[src/rtl/mmr_register_writer.sv]
// rtl/mmr_register_writer.sv - K-replica register with internal majority vote, periodic scrub and repair counting
module mmr_register_writer #(
    parameter int              K_MMR        = 3,
    parameter int              N            = 16,
    parameter logic [N-1:0]    RESET_VALUE  = '0,
    parameter int              SCRUB_PERIOD = 256,
    parameter int              CNT_W        = 16
) (
    input  logic                 clk_i,
    input  logic                 rst_n_i,
    input  logic                 wr_en_i,
    input  logic [N-1:0]         wr_data_i,
    output logic                 wr_ready_o,
    input  logic                 scrub_en_i,
    input  logic                 fault_inj_en_i,
    input  logic [K_MMR*N-1:0]   fault_mask_i,
    output logic [K_MMR*N-1:0]   replica_o,
    output logic [N-1:0]         voted_o,
    output logic                 mismatch_o,
    output logic                 scrub_busy_o,
    output logic [CNT_W-1:0]     err_cnt_o,
    input  logic                 err_cnt_clr_i
);

    localparam int TW = $clog2(SCRUB_PERIOD);
    localparam int CW = $clog2(K_MMR + 1);

    typedef enum logic [1:0] {IDLE, COUNT, CHECK, REPAIR} state_t;

    state_t               state_q;
    logic [TW-1:0]        timer_q;
    logic [K_MMR*N-1:0]   replica_q;
    logic [CNT_W-1:0]     err_cnt_q;
    logic                 mismatch_q;
    logic                 busy_q;
    logic                 ready_q;
    logic [N-1:0]         voted;
    logic                 disagree;
    logic [CW-1:0]        ones;

    // Strict majority per bit: an even-K tie resolves to 0.
    always_comb begin
        voted = '0;
        ones  = '0;
        for (int b = 0; b < N; b++) begin
            ones = '0;
            for (int k = 0; k < K_MMR; k++) begin
                ones = ones + CW'(replica_q[k*N + b]);
            end
            voted[b] = (ones > CW'(K_MMR / 2));
        end
    end

    always_comb begin
        disagree = 1'b0;
        for (int k = 0; k < K_MMR; k++) begin
            if (replica_q[k*N +: N] != voted) begin
                disagree = 1'b1;
            end
        end
    end

    always_ff @(posedge clk_i or negedge rst_n_i) begin
        if (!rst_n_i) begin
            state_q    <= IDLE;
            timer_q    <= '0;
            replica_q  <= {K_MMR{RESET_VALUE}};
            err_cnt_q  <= '0;
            mismatch_q <= 1'b0;
            busy_q     <= 1'b0;
            ready_q    <= 1'b1;
        end else begin
            mismatch_q <= disagree;

            // Replica update priority: repair, then accepted write, then injection.
            if (state_q == REPAIR) begin
                replica_q <= {K_MMR{voted}};
            end else if (wr_en_i && ready_q) begin
                replica_q <= {K_MMR{wr_data_i}};
            end else if (fault_inj_en_i) begin
                replica_q <= replica_q ^ fault_mask_i;
            end

            if (state_q == REPAIR) begin
                if (err_cnt_clr_i) begin
                    err_cnt_q <= CNT_W'(1);
                end else if (err_cnt_q != '1) begin
                    err_cnt_q <= err_cnt_q + CNT_W'(1);
                end
            end else if (err_cnt_clr_i) begin
                err_cnt_q <= '0;
            end

            if (!scrub_en_i) begin
                state_q <= IDLE;
                timer_q <= '0;
                busy_q  <= 1'b0;
                ready_q <= 1'b1;
            end else begin
                case (state_q)
                    IDLE: begin
                        state_q <= COUNT;
                        timer_q <= '0;
                        busy_q  <= 1'b0;
                        ready_q <= 1'b1;
                    end
                    COUNT: begin
                        if (timer_q == TW'(SCRUB_PERIOD - 1)) begin
                            timer_q <= '0;
                            state_q <= CHECK;
                            busy_q  <= 1'b1;
                        end else begin
                            timer_q <= timer_q + TW'(1);
                        end
                    end
                    CHECK: begin
                        if (disagree) begin
                            state_q <= REPAIR;
                            busy_q  <= 1'b1;
                            ready_q <= 1'b0;
                        end else begin
                            state_q <= COUNT;
                            busy_q  <= 1'b0;
                        end
                    end
                    default: begin
                        state_q <= COUNT;
                        busy_q  <= 1'b0;
                        ready_q <= 1'b1;
                    end
                endcase
            end
        end
    end

    assign replica_o    = replica_q;
    assign voted_o      = voted;
    assign mismatch_o   = mismatch_q;
    assign scrub_busy_o = busy_q;
    assign wr_ready_o   = ready_q;
    assign err_cnt_o    = err_cnt_q;

endmodule
[config.mk]
export PLATFORM = sky130hd
export DESIGN_NAME = mmr_register_writer
export DESIGN_NICKNAME = d
export VERILOG_FILES = /design/src/rtl/mmr_register_writer.sv
export SDC_FILE = /design/constraint.sdc
export NUM_CORES = 1
export LEC_CHECK = 0
export ABC_AREA = 1
export CORE_MARGIN = 2
export CORE_UTILIZATION = 44
export DETAILED_ROUTE_END_ITERATION = 8
export PLACE_DENSITY = 0.88
export SLEW_MARGIN = 20
export SYNTH_ARGS = -nofsm -noshare
export SYNTH_HDL_FRONTEND = slang
export SYNTH_SLANG_ARGS = --single-unit
[constraint.sdc]
create_clock -name clk_i -period 1.82 [get_ports clk_i]
set_input_delay 0.182 -clock clk_i [delete_from_list [all_inputs] [get_ports clk_i]]
set_output_delay 0.182 -clock clk_i [all_outputs]
set_load 0.02 [all_outputs]
==> results of run 1 <==
==> synthesized netlist by cell type (3+ instances only) <==
library cell / instances / area, um^2
nor3_1: 8 / 40.0
clkbuf_1: 20 / 75.1
dfrtp_1: 75 / 1880
nand3b_1: 3 / 22.5
nand3_1: 70 / 350
nand2_1: 255 / 957
inv_1: 97 / 364
o21ai_1: 7 / 35.0
nor2_1: 40 / 150
xor2_1: 12 / 105
nand4_1: 6 / 37.5
buf_2: 3 / 15.0
buf_1: 4 / 15.0
o21ai_0: 62 / 310
o211ai_1: 3 / 22.5
ha_1: 22 / 275
a31oi_1: 47 / 294
nand2_2: 4 / 25.0
a21oi_1: 53 / 265
==> routing by layer <==
metal	share of wire, %	routed length, um	vias up	GRT usage (%)
li1	-	-	3126	-
met1	40	7660	3095	36.0
met2	49	9450	347	48.2
met3	8.2	1570	53	3.95
met4	3.0	572	0	10.5
met5	0	0	-	0
==> flip-flops by register name (all words and copies together), names as in the netlist <==
register / flops
replica_o: 48
err_cnt_o: 16
mismatch_o: 1
wr_ready_o: 1
state_q: 2
timer_q: 8
==> worst paths after layout <==
path / startpoint / to
max: replica_o[6] / wr_ready_o
min: fault_inj_en_i / replica_o[31]
max reg2reg: replica_o[6] / wr_ready_o
min reg2reg: timer_q[1] / timer_q[1]
max in group asynchronous: rst_n_i / replica_o[5]
min in group asynchronous: rst_n_i / timer_q[4]
==> stage by stage <==
stage,area (um^2),total power [mW],util (%),hold slack (ns)
floorplan,5490,5.80,-,-0.114
global placement,7720,8.53,64.0,0.146
detailed placement,7720,8.69,64.0,0.146
CTS,8110,10.7,67.3,0.218
global route,8260,11.7,68.5,0.264
finish,8260,11.0,68.5,0.226
==> cells by family (layout without fill, tap and decap cells) <==
logic type | count (synthesis) | count (layout) | synth area share (%)
XOR/XNOR | 14 | 14 | 2.25
adder cells (fa/ha/maj) | 22 | 22 | 5.06
buffers and inverters | 128 | 353 | 9.18
AO/OA/AOI/OAI | 177 | 177 | 17.9
flip-flops | 76 | 76 | 35.0
AND/OR/NAND/NOR | 395 | 395 | 30.6
==> worst max-delay path: cells and delay by family (launching register included) <==
family | cells | cell delay, ns
adders and majority gates | 1 | 0.30
and+or+nand+nor | 10 | 0.88
DFF | 1 | 0.40
buffers and inverters | 1 | 0.15
AOI/OAI and AO/OA | 1 | 0.11
==> where the power goes <==
part           total [mW]  switching [mW]  internal, mW  leakage, nW
logic                6.64            3.85          2.78         2.81
clock network        1.89           0.683          1.20        0.145
registers            2.46           0.376          2.09        0.967
total                11.0            4.91          6.07         3.92
==> cell usage in the layout (no fill, tap or decap), types with 6 or more instances in the layout <==
| master | Yosys | routed |
|---|---|---|
| nand2_2 | 4 | 35 |
| o21ai_1 | 7 | 9 |
| nand4_1 | 6 | 6 |
| xor2_1 | 12 | 12 |
| clkbuf_16 | 0 | 9 |
| nor2_1 | 40 | 34 |
| ha_1 | 22 | 16 |
| ha_4 | 0 | 6 |
| clkdlybuf4s50_1 | 0 | 134 |
| dfrtp_1 | 75 | 72 |
| a21oi_1 | 53 | 52 |
| a31oi_1 | 47 | 47 |
| nand2_4 | 0 | 8 |
| nand2_1 | 255 | 216 |
| nand3_1 | 70 | 69 |
| inv_1 | 97 | 97 |
| o21ai_0 | 62 | 59 |
| buf_4 | 0 | 78 |
| clkbuf_2 | 0 | 6 |
| nor3_1 | 8 | 8 |
| dlygate4sd2_1 | 0 | 6 |
==> cell type report <==
type	instances	area [um^2]	share of cell area, %
Clock buffer	14	244	2.95
Clock inverter	2	60.1	0.727
Inverter	99	372	4.50
Multi-Input combinational cell	608	3290	39.8
Sequential cell	76	1910	23.1
Tap cell	168	210	2.55
Timing Repair Buffer	238	2180	26.3
==> what timing repair did <==
action                                  4_1_cts  5_1_grt
hold buffers                                  1        0
resized for setup                            45       49
pin swaps                                     8        8
endpoints found under the setup margin       29       37
setup buffers                                 3        5
hold endpoints to repair                     27        0
==> metrics.csv, run 1 <==
stage,metric,value,unit
status,status,"finished, violations left",
status,violated checks,negative setup slack,
finish,fill cell count,927,
grt,largest net degree at the start of global routing,51,
clocking,Root Driver,clkbuf_16,
logic_synthesis,number of synthesized flops with an enable pin,0,
place,dpl ws,-0.0407,ns
power,P per Cell Area,1330,nW/um^2
routing,drt wl/cell,16.0,um
place,Post-DP HPWL,13700,um
place,DP Cell Count,1180,
finish,"non-filler cells, final",1205,
worst_setup_path,critical path class,reg2reg,
worst_setup_path,Crit Path Max Fanout,5,
floorplanning,Ports,153,
worst_setup_path,"Req. time, crit path",2.10,ns
clocking,CTS Buf Count,9,
logic_synthesis,"Top FF cell, synth",dfrtp_1,
clocking,TritonCTS clock tree,yes,
logic_synthesis,Syn Nets,904,
place,Final Wtd Congestion,0.936,
floorplanning,Die Area,13300,um^2
floorplanning,Initial Util,45.1,%
clocking,# H-tree levels,3,
hold_path,Worst Hold Path Cells,4,
job,max-cap violations,0,
routing,routed vias/inst,5.49,
grt,number of global-route vias before repair,6148,
routing,Total Wirelength,19200,um
clocking,clock sinks,76,
logic_synthesis,Netlist Area Pre-Place,5440,um^2
floorplanning,# rows,40,
place,IO buf count,152,
timing,Fmax achieved,0.531,GHz
timing,total negative slack,-0.109,ns
timing,setup slack after layout,-0.0645,ns
routing,DR vias,6621,
logic_synthesis,post-synthesis cell type count,32,
timing,Worst Clk Skew,0.00588,ns
grt,initial antenna violation count,0,
finish,Area Overhead vs Synth,51.9,%
timing,worst slew pin tran,0.550,ns
floorplanning,Die Width,115,um
logic_synthesis,async set-reset flop share out of synthesis,100,%
worst_setup_path,CP Cell Sequence,"ha_1, nand2_2, nand2_2, nor2_1, nor2_1, nand2_1, nor2_1, nand2_1, nor2_2, nand3_2, buf_4, nand2_1, a21o_1",
grt,first-pass GRT wire length,29400,um
routing,post-route ant nets,0,
worst_setup_path,"setup slack, reg-to-reg",-0.06,ns
worst_setup_path,CP max stage delay,0.40,ns
logic_synthesis,Post-Syn Instances,812,
grt,Overall Global Routing Usage,28.1,%
worst_setup_path,Critical Path End Type,flip-flop,
floorplanning,die height,115,um
worst_setup_path,worst r2r path cells,13,
finish,ANT cells,0,
worst_setup_path,CP startpoint kind,flip-flop,
power,Peak VDD IR,659,uV
timing,Fin. Hold Viols,0,
logic_synthesis,Yosys warning total,0,
timing,clock period minus worst slack,1.88,ns
timing,Final Max Tran Viols,0,
worst_setup_path,Slowest cell on crit path,dfrtp_1,
clocking,clock transition time at the flip-flop clock pins of the worst setup and hold paths,0.06,ns
logic_synthesis,register area share after synthesis,35.0,%
logic_synthesis,syn avg cell area,6.70,um^2
routing,Initial DRC Count,630,
timing,RSZ-0062 raised after global routing,yes,
routing,DRT Pass-1 Iters,6,
clocking,"Clk Latency, worst-skew pair",0.34,ns
timing,Final period util,104,%
finish,share of cells above drive strength 1,17.2,%
routing,Post-route DRC,0,
power,Leak Pwr,3.92,nW
timing,endpoints failing setup,2,
hold_path,HP Class,in2reg,
clocking,clock buffer depth,2,
worst_setup_path,CP arrival,2.17,ns
timing,Worst slew margin,63.3,%
floorplanning,Core Region,12100,um^2
logic_synthesis,Seq cells post-synth,76,
finish,Final nets,1124,
grt,remaining global-route overflow,0,
No activity file was read; power rests on OpenSTA's default activity.
==> run 2, diff against run 1 <==
Settings changed: CTS_BUF_LIST from default to sky130_fd_sc_hd__clkbuf_16.
==> run 2 against run 1 <==
  * The run still ends with negative setup slack left
  * Global-route usage unchanged
  * First-iteration DRC count decreased by 3.7%
  * Die area unchanged
  * Flip-flop and latch count stayed put
  * Clock power about the same
  * Register-to-register slack hardly changed
  * Wire length up 0.28%
  * Clock skew hardly changed
  * Critical path type unchanged
  * Largest cell class unchanged
  * Largest power group unchanged
  * Highest routed layer unchanged
==> metrics.csv, run 2 (same netlist as run 1, synthesis figures left out) <==
stage,metric,value,unit,change
timing,setup slack after layout,-0.0681,ns,was -0.0645 ns
worst_setup_path,CP bufs+invs,1,,unchanged
floorplanning,Core Region,12100,um^2,unchanged
clocking,Root Driver,clkbuf_16,,unchanged
worst_setup_path,Reg-to-Reg Start,replica_o[13],,was replica_o[6]
grt,largest net degree at the start of global routing,51,,unchanged
finish,Reg area,1910,um^2,unchanged
clocking,clock transition time at the flip-flop clock pins of the worst setup and hold paths,0.06,ns,about the same
floorplanning,Ports,153,,unchanged
timing,Worst Clk Skew,0.00581,ns,was 0.00588 ns
place,placed cell areas,7720,um^2,unchanged
worst_setup_path,Crit Path Max Fanout,5,,unchanged
finish,ANT cells,0,,unchanged
grt,remaining global-route overflow,0,,unchanged
finish,max FFs per register,48,,unchanged
worst_setup_path,critical path class,reg2reg,,unchanged
hold_path,HP Class,in2reg,,unchanged
worst_setup_path,"Req. time, crit path",2.10,ns,about the same
worst_setup_path,CP max stage delay,0.41,ns,was 0.40 ns
clocking,TritonCTS clock tree,yes,,unchanged
routing,routed vias/inst,5.52,,was 5.49
power,P per Cell Area,1330,nW/um^2,about the same
routing,DRT Pass-1 Iters,5,,was 6
timing,Final Max Tran Viols,0,,unchanged
floorplanning,die height,115,um,unchanged
clocking,"Clk Latency, worst-skew pair",0.34,ns,about the same
worst_setup_path,CP Cell Sequence,"ha_4, nand2_4, nand2_4, nand2_1, o21ai_2, nand2_1, nor2_1, nand2_1, nor2_1, nand3_2, buf_4, nand2_1, a21o_1",,"was ha_1, nand2_2, nand2_2, nor2_1, nor2_1, nand2_1, nor2_1, nand2_1, nor2_2, nand3_2, buf_4, nand2_1, a21o_1"
clocking,# H-tree levels,3,,unchanged
worst_setup_path,CP arrival,2.17,ns,about the same
worst_setup_path,start point of the critical path,replica_o[13],,was replica_o[6]
hold_path,HP Start,fault_inj_en_i,,unchanged
routing,drt wl/cell,16.0,um,about the same
clocking,clock buffer depth,2,,unchanged
power,Leak Pwr,3.94,nW,was 3.92 nW
finish,most frequent cells in the layout,"nand2_1, clkdlybuf4s50_1, inv_1, buf_4, dfrtp_1",,unchanged
routing,Initial DRC Count,607,,was 630
worst_setup_path,Slowest cell on crit path,dfrtp_1,,unchanged
worst_setup_path,"Top cell by count, worst path",nand2_1,,
routing,Post-route DRC,0,,unchanged
timing,Fin. Hold Viols,0,,unchanged
finish,share of cells above drive strength 1,17.1,%,was 17.2%
worst_setup_path,Critical Path End Type,flip-flop,,unchanged
grt,Overall Global Routing Usage,28.1,%,unchanged
routing,DR vias,6649,,was 6621
job,max-cap violations,0,,unchanged
grt,initial antenna violation count,0,,unchanged
timing,Fmax achieved,0.530,GHz,was 0.531 GHz
finish,Final nets,1124,,unchanged
worst_setup_path,CP startpoint kind,flip-flop,,unchanged
timing,Final period util,104,%,about the same
worst_setup_path,Crit path max-delay family,simple AND/OR/NAND/NOR gates,,unchanged
floorplanning,Die Width,115,um,unchanged
timing,RSZ-0062 raised after global routing,yes,,unchanged
timing,clock period minus worst slack,1.89,ns,was 1.88 ns
status,violated checks,negative setup slack,,unchanged
finish,Util after Layout,68.5,%,about the same
finish,"Design Area, Final",8260,um^2,about the same
floorplanning,Die Area,13300,um^2,unchanged
finish,area of the multi-input gates,3290,um^2,about the same
grt,number of global-route vias before repair,6148,,unchanged
status,status,"finished, violations left",,unchanged
clocking,CTS Buf Count,9,,unchanged
timing,endpoints failing setup,2,,unchanged
floorplanning,Initial Util,45.1,%,unchanged
floorplanning,# rows,40,,unchanged
clocking,clock sinks,76,,unchanged
timing,Worst slew margin,62.8,%,was 63.3%
timing,worst slew pin tran,0.558,ns,was 0.550 ns
routing,Total Wirelength,19300,um,was 19200 um
place,Final Wtd Congestion,0.936,,unchanged
power,Peak VDD IR,658,uV,was 659 uV
place,Post-DP HPWL,13700,um,unchanged
place,IO buf count,152,,unchanged
routing,post-route ant nets,0,,unchanged
finish,Area Overhead vs Synth,51.8,%,was 51.9%
finish,"commonest non-fill, non-tap cell in the layout",nand2_1,,unchanged
finish,fill cell count,927,,unchanged
grt,first-pass GRT wire length,29400,um,unchanged
[run 2: cell count changes in the layout (fill, tap and decap cells not counted), sizes merged]
cell    previous run  this run
inv               99       104
clkbuf            20        15
[run 2: worst register-to-register path: stages (launching register included)]
cell	delay, ns
dfrtp_1	0.41
ha_4	0.29
nand2_4	0.06
nand2_4	0.10
nand2_1	0.06
o21ai_2	0.09
nand2_1	0.08
nor2_1	0.13
nand2_1	0.06
nor2_1	0.13
nand3_2	0.12
buf_4	0.15
nand2_1	0.05
a21o_1	0.11
[run 2: report_power, final]
group          switching, mW  internal, mW  leakage (nW)
combinational           3.85          2.78          2.81
clock                  0.689          1.18         0.166
sequential             0.376          2.09         0.967
[run 2: final timing paths]
check	to	slack [ns]	cells past startpoint
worst max register to register	wr_ready_o	-0.07	13
max in group asynchronous	replica_o[5]	0.92	3
worst max-delay path	wr_ready_o	-0.07	13
min in group asynchronous	err_cnt_o[2]	0.33	2
worst min-delay path	replica_o[31]	0.23	4
worst min register to register	timer_q[1]	0.54	2
[run 2: per-layer routing]
layer / share of wire [%] / GRT usage (%)
met4: 2.6 / 10.5
met1: 40 / 36.0
met2: 49 / 48.2
met5: 0 / 0
met3: 8.2 / 3.95
[run 2: what timing repair did]
action                                  4_1_cts  5_1_grt
hold buffers                                  1        0
pin swaps                                     8        8
gates resized for setup                      45       48
buffers inserted                              3        5
hold endpoints to repair                     27        0
endpoints found under the setup margin       29       37
[run 2: layout make-up]
type / count / share of cell area (%)
multi-input combinational: 608 / 39.8
timing repair buffer: 238 / 26.4
sequential: 76 / 23.1
inverter: 99 / 4.50
clock buffer: 9 / 2.73
tap: 168 / 2.55
clock inverter: 7 / 0.955
[run 2: per-stage QoR]
stage	std cells	setup slack [ns]	hold slack [ns]	setup TNS, ns	power, mW
after detailed placement	1180	-0.0407	0.146	-0.177	8.69
after floorplan	812	-0.00463	-0.114	-0.0978	5.80
final	1205	-0.0681	0.227	-0.116	11.0
after CTS	1200	-0.0196	0.218	-0.0390	10.7
after global routing	1205	-0.185	0.264	-0.487	11.6
after global placement	1180	-0.0366	0.146	-0.0700	8.53
